$ cat src/rtl/div_edge_bcd_counter.sv
// Turns each rising edge of the divided clock into a single clk_in tick, counts ticks
// in four BCD digits (0000-9999, wrapping) and scans them onto an active-low 7-segment display.
module div_edge_bcd_counter #(
    parameter int SCAN_LEN = 16
) (
    input  logic        clk_in,
    input  logic        rst,
    input  logic        div_clk,
    input  logic        pause,
    input  logic        clear,
    output logic        tick,
    output logic [15:0] count,
    output logic        wrap,
    output logic [3:0]  an,
    output logic [6:0]  seg
);

    localparam int              REF_W  = (SCAN_LEN > 1) ? $clog2(SCAN_LEN) : 1;
    localparam logic [REF_W-1:0] REF_LAST = REF_W'(SCAN_LEN - 1);

    logic              sync1_r;
    logic              sync2_r;
    logic              sync3_r;
    logic              rise_s;
    logic              accept_s;
    logic [16:0]       inc_s;
    logic [REF_W-1:0]  refresh_r;
    logic [1:0]        digit_r;
    logic [3:0]        digit_val_s;

    // BCD increment with ripple carry; bit 16 is the carry out of the thousands digit.
    // A digit at or above 9 rolls to 0, so a digit can never leave the 0-9 range.
    function automatic logic [16:0] bcd_inc(input logic [15:0] value);
        logic [15:0] result;
        logic        carry;
        carry  = 1'b1;
        result = 16'd0;
        for (int i = 0; i < 4; i++) begin
            if (carry) begin
                if (value[i*4 +: 4] >= 4'd9) begin
                    result[i*4 +: 4] = 4'd0;
                    carry            = 1'b1;
                end else begin
                    result[i*4 +: 4] = value[i*4 +: 4] + 4'd1;
                    carry            = 1'b0;
                end
            end else begin
                result[i*4 +: 4] = value[i*4 +: 4];
                carry            = 1'b0;
            end
        end
        return {carry, result};
    endfunction

    // Active-low segment pattern {g,f,e,d,c,b,a}; anything outside 0-9 blanks the digit.
    function automatic logic [6:0] seg_decode(input logic [3:0] digit);
        logic [6:0] pattern;
        case (digit)
            4'd0:    pattern = 7'b1000000;
            4'd1:    pattern = 7'b1111001;
            4'd2:    pattern = 7'b0100100;
            4'd3:    pattern = 7'b0110000;
            4'd4:    pattern = 7'b0011001;
            4'd5:    pattern = 7'b0010010;
            4'd6:    pattern = 7'b0000010;
            4'd7:    pattern = 7'b1111000;
            4'd8:    pattern = 7'b0000000;
            4'd9:    pattern = 7'b0010000;
            default: pattern = 7'b1111111;
        endcase
        return pattern;
    endfunction

    // Three-flop synchronizer; resets high so a div_clk already high at release is not an edge.
    always_ff @(posedge clk_in or negedge rst) begin
        if (!rst) begin
            sync1_r <= 1'b1;
            sync2_r <= 1'b1;
            sync3_r <= 1'b1;
        end else begin
            sync1_r <= div_clk;
            sync2_r <= sync1_r;
            sync3_r <= sync2_r;
        end
    end

    // Edge detection and acceptance decode.
    always_comb begin
        rise_s   = sync2_r & ~sync3_r;
        accept_s = rise_s & ~pause;
        inc_s    = bcd_inc(count);
    end

    // Tick, count and wrap registers; clear wins over everything, a paused edge is lost.
    always_ff @(posedge clk_in or negedge rst) begin
        if (!rst) begin
            tick  <= 1'b0;
            count <= 16'd0;
            wrap  <= 1'b0;
        end else if (clear) begin
            tick  <= 1'b0;
            count <= 16'd0;
            wrap  <= 1'b0;
        end else if (accept_s) begin
            tick  <= 1'b1;
            count <= inc_s[15:0];
            wrap  <= inc_s[16];
        end else begin
            tick  <= 1'b0;
            count <= count;
            wrap  <= 1'b0;
        end
    end

    // Display scan: each digit is held for SCAN_LEN cycles, then the next digit is selected.
    always_ff @(posedge clk_in or negedge rst) begin
        if (!rst) begin
            refresh_r <= '0;
            digit_r   <= 2'd0;
        end else if (refresh_r == REF_LAST) begin
            refresh_r <= '0;
            digit_r   <= digit_r + 2'd1;
        end else begin
            refresh_r <= refresh_r + REF_W'(1);
            digit_r   <= digit_r;
        end
    end

    // Digit select and segment decode follow the count register with no extra delay.
    always_comb begin
        an = ~(4'b0001 << digit_r);
        case (digit_r)
            2'd0:    digit_val_s = count[3:0];
            2'd1:    digit_val_s = count[7:4];
            2'd2:    digit_val_s = count[11:8];
            2'd3:    digit_val_s = count[15:12];
            default: digit_val_s = 4'd0;
        endcase
        seg = seg_decode(digit_val_s);
    end

endmodule

$ cat config.mk
export PLATFORM = sky130hd
export DESIGN_NAME = div_edge_bcd_counter
export DESIGN_NICKNAME = d
export VERILOG_FILES = /design/src/rtl/div_edge_bcd_counter.sv
export SDC_FILE = /design/constraint.sdc
export NUM_CORES = 1
export LEC_CHECK = 0
export CAP_MARGIN = 20
export CORE_MARGIN = 2
export CORE_UTILIZATION = 56
export CTS_CLUSTER_DIAMETER = 40
export DETAILED_ROUTE_END_ITERATION = 12
export HOLD_SLACK_MARGIN = 0.1
export PLACE_DENSITY = 0.91
export SLEW_MARGIN = 10
export SYNTH_ARGS = -nofsm -noshare
export SYNTH_HDL_FRONTEND = slang
export SYNTH_SLANG_ARGS = --single-unit
$ cat constraint.sdc
create_clock -name clk_in -period 5.3 [get_ports clk_in]
set_clock_uncertainty 0.1 [all_clocks]
set_input_delay 1.06 -clock clk_in [delete_from_list [all_inputs] [get_ports clk_in]]
set_output_delay 1.06 -clock clk_in [all_outputs]
set_load 0.02 [all_outputs]
==> results of run 1 <==
## critical path, stage by stage (launching register included)
cell and delay [ps]:
dfrtp_1 450, inv_1 140, ha_1 260, a222oi_1 130, mux2i_1 530, inv_1 200
ha_1 230, inv_1 60, mux2i_1 60, a22oi_1 170, clkdlybuf4s50_1 620
## power groups by stage
stage	clock, mW	sequential [mW]	combinational, mW
floorplan	0	0.219	0.0114
CTS	0.0934	0.213	0.0272
global placement	0	0.217	0.0266
finish	0.0925	0.213	0.0271
global route	0.101	0.214	0.0307
detailed placement	0	0.217	0.0273
## area by class of cell
cell class | count | area [um2]
multi-input cells | 126 | 983
fillers | 238 | 877
flip-flops and latches | 27 | 679
repair buffers | 34 | 338
inverters | 24 | 90.1
well taps | 44 | 55.1
clock buffers | 3 | 22.5
clock inverters | 1 | 7.51
## final timing paths
path,from,end,slack (ps),depth (start not counted)
max in group asynchronous,rst,sync2_r$_DFF_PN1_,3820,2
min,sync1_r$_DFF_PN1_,sync2_r$_DFF_PN1_,270,0
max,digit_r[0]$_DFFE_PN0N_,seg[4],940,10
min reg2reg,sync1_r$_DFF_PN1_,sync2_r$_DFF_PN1_,270,0
max reg2reg,count[5]$_DFFE_PN0P_,count[10]$_DFFE_PN0P_,3140,5
min in group asynchronous,rst,digit_r[1]$_DFFE_PN0N_,980,2
## flip-flops by register name, indices dropped and copies added, names as in the netlist
name	flops
count	16
refresh_r	4
digit_r	2
sync1_r	1
sync2_r	1
sync3_r	1
tick	1
wrap	1
## stage by stage
stage / instance area [um2] / setup WS [ps]
3_3_place_gp: 2150 / 1470
3_5_place_dp: 2150 / 1360
4_1_cts: 2180 / 966
5_1_grt: 2180 / 678
2_1_floorplan: 1790 / 2020
6_report: 2180 / 943
## synthesized netlist by cell type
library cell,instances
inv_1,24
buf_6,1
nor4_1,2
a31oi_1,4
o31ai_1,2
o21ai_1,1
xnor2_1,1
a222oi_1,4
ha_1,24
clkbuf_1,3
o21ai_0,5
and3_4,1
nand4_1,2
dfstp_2,3
buf_2,3
mux2i_1,7
a311oi_2,1
and2_1,1
nor3b_2,1
a2bb2oi_1,2
mux2_2,2
nand2_1,8
nor2_1,9
or3b_1,2
nor3b_1,1
or2_2,1
a22o_1,1
o221a_2,1
o2111ai_1,1
dfrtp_1,24
nand3_1,10
xor2_1,3
a41oi_1,3
a22oi_1,1
nor3_1,4
a41o_1,1
a32o_1,1
or3b_2,1
a21oi_1,14
o31a_1,1
and4_2,1
nor2b_1,2
## metal layers
| metal | global-route usage (%) | vias to the layer above |
|---|---|---|
| met5 | 0 | - |
| li1 | - | 719 |
| met4 | 6.21 | 0 |
| met2 | 36.6 | 48 |
| met1 | 31.4 | 711 |
| met3 | 2.35 | 6 |
## logic make-up after synthesis
group	synth area share [%]
DFF	37.9
adders and majority gates	16.8
xor gates and xnor gates	1.96
muxes	5.17
AOI/OAI and AO/OA	17.0
buffers and inverters	7.13
and+or+nand+nor	14.0
==> impl_metrics.py, run 1 <==
metrics = {
    "outcome": {
        "outcome": "finished clean",
    },
    "yosys": {
        "synth_cell_types": 42,
        "yosysSeqAreaShare_pct": 37.9,
        "synth_top_area_cell": "dfrtp_1",
        "syn_area_um2": 1790,
        "postSynthCellCount": 184,
        "ys_ff_latch": 27,
        "yosys-top-cells-area": "dfrtp_1 (34%), ha_1 (17%), inv_1 (5.0%), dfstp_2 (4.4%), a21oi_1 (3.9%)",
        "syn_nets": 213,
        "syn_area_per_cell_um2": 9.73,
        "yosysTopAreaCellShare_pct": 33.5,
        "ys_warn_count": 0,
    },
    "route": {
        "wl_met2_um": 1800,
        "drt_iter0_drc": 65,
        "wl_per_cell_um": 14.7,
        "drt_wl_total_um": 3810,
        "via_per_inst": 5.73,
        "antenna_left": 0,
        "vias": 1484,
        "drt-pass1-iter-count": 4,
        "wl_met3_um": 172,
        "drc_errors": 0,
        "dr.max_layer_used": "met4",
        "wl_met1_um": 1780,
    },
    "finish": {
        "fin_nets": 245,
        "mostFrequentLayoutCells": "clkdlybuf4s50_1 (33), inv_1 (24), ha_1 (24), dfrtp_1 (24), a21oi_1 (14)",
        "final_cell_count_no_fill": 259,
        "drive_gt1_share_pct": 7.91,
        "layout_commonest_cell": "clkdlybuf4s50_1",
        "syn2layout_area_growth_pct": 21.5,
        "fin_util_pct": 71.3,
        "num_antenna_cells": 0,
    },
    "power": {
        "switching_share_pct": 25.2,
        "clkPwrFrac_pct": 27.8,
        "leakage_nw": 0.958,
        "seq_power_share_pct": 64.1,
        "power_frac_comb_pct": 8.1,
        "power_mw": 0.333,
        "p_sw_mw": 0.0838,
        "peakVddDrop_mv": 0.156,
        "p_per_area_nw_per_um2": 153,
        "p_int_mw": 0.249,
    },
    "floorplan": {
        "io_pins": 34,
        "fp.coreArea_um2": 3050,
        "dieArea_um2": 3670,
        "fp.dieW_um": 60.5,
        "fp.dieH_um": 60.5,
        "row_count": 20,
        "start_util_pct": 58.6,
    },
    "sta": {
        "layout_min_cycle_time_ps": 4360,
        "setup_viol": 0,
        "fin_setup_tns_ps": 0,
        "relSlewSlack_pct": 33.7,
        "worst_pin_slew_ps": 967,
        "rsz0062_at_grt": "false",
        "finalMaxSlewViolations": 0,
        "hold_viol_final": 0,
        "max_freq_ghz": 0.230,
        "period_share_pct": 82.2,
        "whs_ps": 270,
    },
    "global_route": {
        "grt-ovfl-total": 0,
        "grt_use_total_pct": 22.2,
        "grt_pass1_vias": 1356,
        "grt_pass1_wl_um": 6190,
        "antenna_found_initial": 0,
        "grt_max_degree": 28,
    },
    "clock_network": {
        "cts_resized": 0,
        "cts_tree": "yes",
        "post_cts_buffers": 0,
        "cts_buffers": 3,
        "clkSlewWorstSetupHoldPaths_ps": 160,
        "cts_num_sinks": 27,
        "cts_root_buffer": "clkbuf_4",
        "cts_hold_buffers": 0,
        "clock_path_buffers": 2,
        "htreeDepth": 1,
        "insertion_delay_ps": 330,
    },
    "setup_path": {
        "end_kind": "primary output",
        "crit_path_max_fanout": 8,
        "cp_data_required_time_ps": 4140,
        "worstSetupStartpointType": "flip-flop",
        "path_class": "flip-flop to primary output",
        "arrival_ps": 3200,
    },
    "placement": {
        "portBuffers": 33,
        "dp_hpwl_um": 2810,
        "gp_congestion": 0.877,
        "post-place-cells": 255,
    },
    "flow_run": {
        "drv_cap": 0,
    },
    "hold_path": {
        "min_path_type": "flip-flop to flip-flop",
    },
}
No activity file was read; power rests on OpenSTA's default activity.
==> inputs of run 2 (changes only) <==
CORE_UTILIZATION = 52   (was 56)
PLACE_DENSITY = 0.86   (was 0.91)
clock period = 4.3 ns   (was 5.3 ns; I/O delays follow)
==> impl_metrics.py, run 2 (synthesized netlist as in run 1, its figures left out) <==
metrics = {
    "outcome": {
        "outcome": "finished clean",
    },
    "global_route": {
        "grt_pass1_vias": 1395,
        "antenna_found_initial": 0,
        "grt_use_total_pct": 21.1,
        "grt_max_degree": 18,
        "grt-ovfl-total": 0,
        "grt_pass1_wl_um": 6620,
    },
    "sta": {
        "setup_ws_ps": 246,
        "finalMaxSlewViolations": 0,
        "fin_setup_tns_ps": 0,
        "hold_viol_final": 0,
        "worst_pin_slew_ps": 691,
        "max_freq_ghz": 0.247,
        "rsz0062_at_grt": "false",
        "period_share_pct": 94.3,
        "setup_viol": 0,
        "relSlewSlack_pct": 53.5,
        "layout_min_cycle_time_ps": 4050,
    },
    "clock_network": {
        "cts_tree": "yes",
        "cts_hold_buffers": 0,
        "cts_buffers": 3,
        "clkSlewWorstSetupHoldPaths_ps": 160,
        "htreeDepth": 1,
        "cts_num_sinks": 27,
        "insertion_delay_ps": 350,
        "cts_root_buffer": "clkbuf_4",
        "clock_path_buffers": 2,
    },
    "route": {
        "vias": 1522,
        "antenna_left": 0,
        "drt_wl_total_um": 4020,
        "drt-pass1-iter-count": 7,
        "via_per_inst": 5.72,
        "drt_iter0_drc": 61,
        "drc_errors": 0,
        "wl_per_cell_um": 15.1,
    },
    "finish": {
        "fillers": 280,
        "largest_register_ff_count": 16,
        "num_antenna_cells": 0,
        "drive_gt1_share_pct": 10.5,
        "reg.largest.list": "count (16), refresh_r (4), digit_r (2)",
        "fin_nets": 250,
        "syn2layout_area_growth_pct": 24.4,
        "mostFrequentLayoutCells": "clkdlybuf4s50_1 (33), inv_1 (24), ha_1 (24), dfrtp_1 (24), a21oi_1 (14)",
        "regMostFlops": "count",
        "layout_commonest_cell": "clkdlybuf4s50_1",
        "seq_area_um2": 679,
        "multi_input_area_um2": 987,
    },
    "floorplan": {
        "fp.coreArea_um2": 3310,
        "fp.dieW_um": 62.7,
        "start_util_pct": 54.1,
        "fp.dieH_um": 62.7,
        "dieArea_um2": 3930,
        "row_count": 21,
        "io_pins": 34,
    },
    "hold_path": {
        "hp-start": "sync1_r$_DFF_PN1_",
        "holdPathStages": 0,
        "min_to": "sync2_r$_DFF_PN1_",
        "min_path_type": "flip-flop to flip-flop",
    },
    "setup_path": {
        "arrival_ps": 3090,
        "end_kind": "primary output",
        "worstSetupStartpointType": "flip-flop",
        "path_class": "flip-flop to primary output",
        "crit_path_max_fanout": 5,
        "r2r-start": "count[1]$_DFFE_PN0P_",
        "r2r_setup_slack_ps": 2120,
        "cp_data_required_time_ps": 3340,
        "timing.rr.end": "count[14]$_DFFE_PN0P_",
        "rr_worst_depth": 6,
    },
    "placement": {
        "pre_cts_slack_ps": 507,
        "portBuffers": 33,
        "dp_hpwl_um": 2940,
        "gp_congestion": 0.867,
    },
    "flow_run": {
        "drv_cap": 0,
    },
    "power": {
        "leakage_nw": 0.989,
        "peakVddDrop_mv": 0.167,
        "p_per_area_nw_per_um2": 188,
        "power_mw": 0.418,
    },
}
[run 2: cell count changes in the layout (fill, tap and decap cells not counted), sizes merged]
cell  previous run  this run
buf              1         6
[run 2: area by class of cell]
class                           count  area share [%]
Multi-Input combinational cell    126            44.3
Timing Repair Buffer               39            17.2
Clock buffer                        3            1.01
Clock inverter                      1           0.337
Inverter                           24            4.04
Sequential cell                    27            30.5
Tap cell                           46            2.58
[run 2: how the worst max path moves through the flow]
stage | startpoint | endpoint | slack, ps | cells past startpoint
6_report | digit_r[0]$_DFFE_PN0N_ | seg[1] | 250 | 9
2_1_floorplan | digit_r[0]$_DFFE_PN0N_ | seg[5] | 1220 | 8
3_3_place_gp | digit_r[0]$_DFFE_PN0N_ | seg[5] | 690 | 10
5_1_grt | digit_r[0]$_DFFE_PN0N_ | seg[1] | 20 | 9
3_5_place_dp | digit_r[0]$_DFFE_PN0N_ | seg[4] | 510 | 9
4_1_cts | digit_r[0]$_DFFE_PN0N_ | seg[4] | 90 | 9
[run 2: stage by stage]
stage / hold slack [ps] / instance area, um2 / cells / util (%)
floorplan: 245 / 1790 / 184 / -
global placement: 248 / 2160 / 258 / 65.1
detailed placement: 254 / 2170 / 259 / 65.6
CTS: 275 / 2200 / 263 / 66.5
global route: 283 / 2230 / 266 / 67.3
finish: 278 / 2230 / 266 / 67.3
[run 2: routing by layer]
metal | track usage (%) | share of wire, %
met4 | 7.22 | 1.1
met2 | 34.0 | 48
met5 | 0 | 0
met1 | 29.1 | 45
met3 | 3.24 | 5.6
[run 2: worst max-delay path, cell delays in order (launching register included)]
cell             delay [ps]
dfrtp_1                 460
inv_1                   110
ha_1                    270
a222oi_1                380
mux2i_1                 220
inv_1                   170
ha_1                    270
nor2b_1                 130
a21oi_1                 110
clkdlybuf4s50_1         610
[run 2: what timing repair did]
item	in CTS	in global routing
endpoints found under the setup margin	0	5
resized for setup	0	1
buffers inserted	0	3
[run 2: report_power, final]
group          internal, mW  leakage, nW  switching [mW]  total (mW)
Clock                0.0358       0.0139          0.0838       0.120
Combinational        0.0141        0.625          0.0210      0.0350
Sequential            0.259        0.351         0.00414       0.263
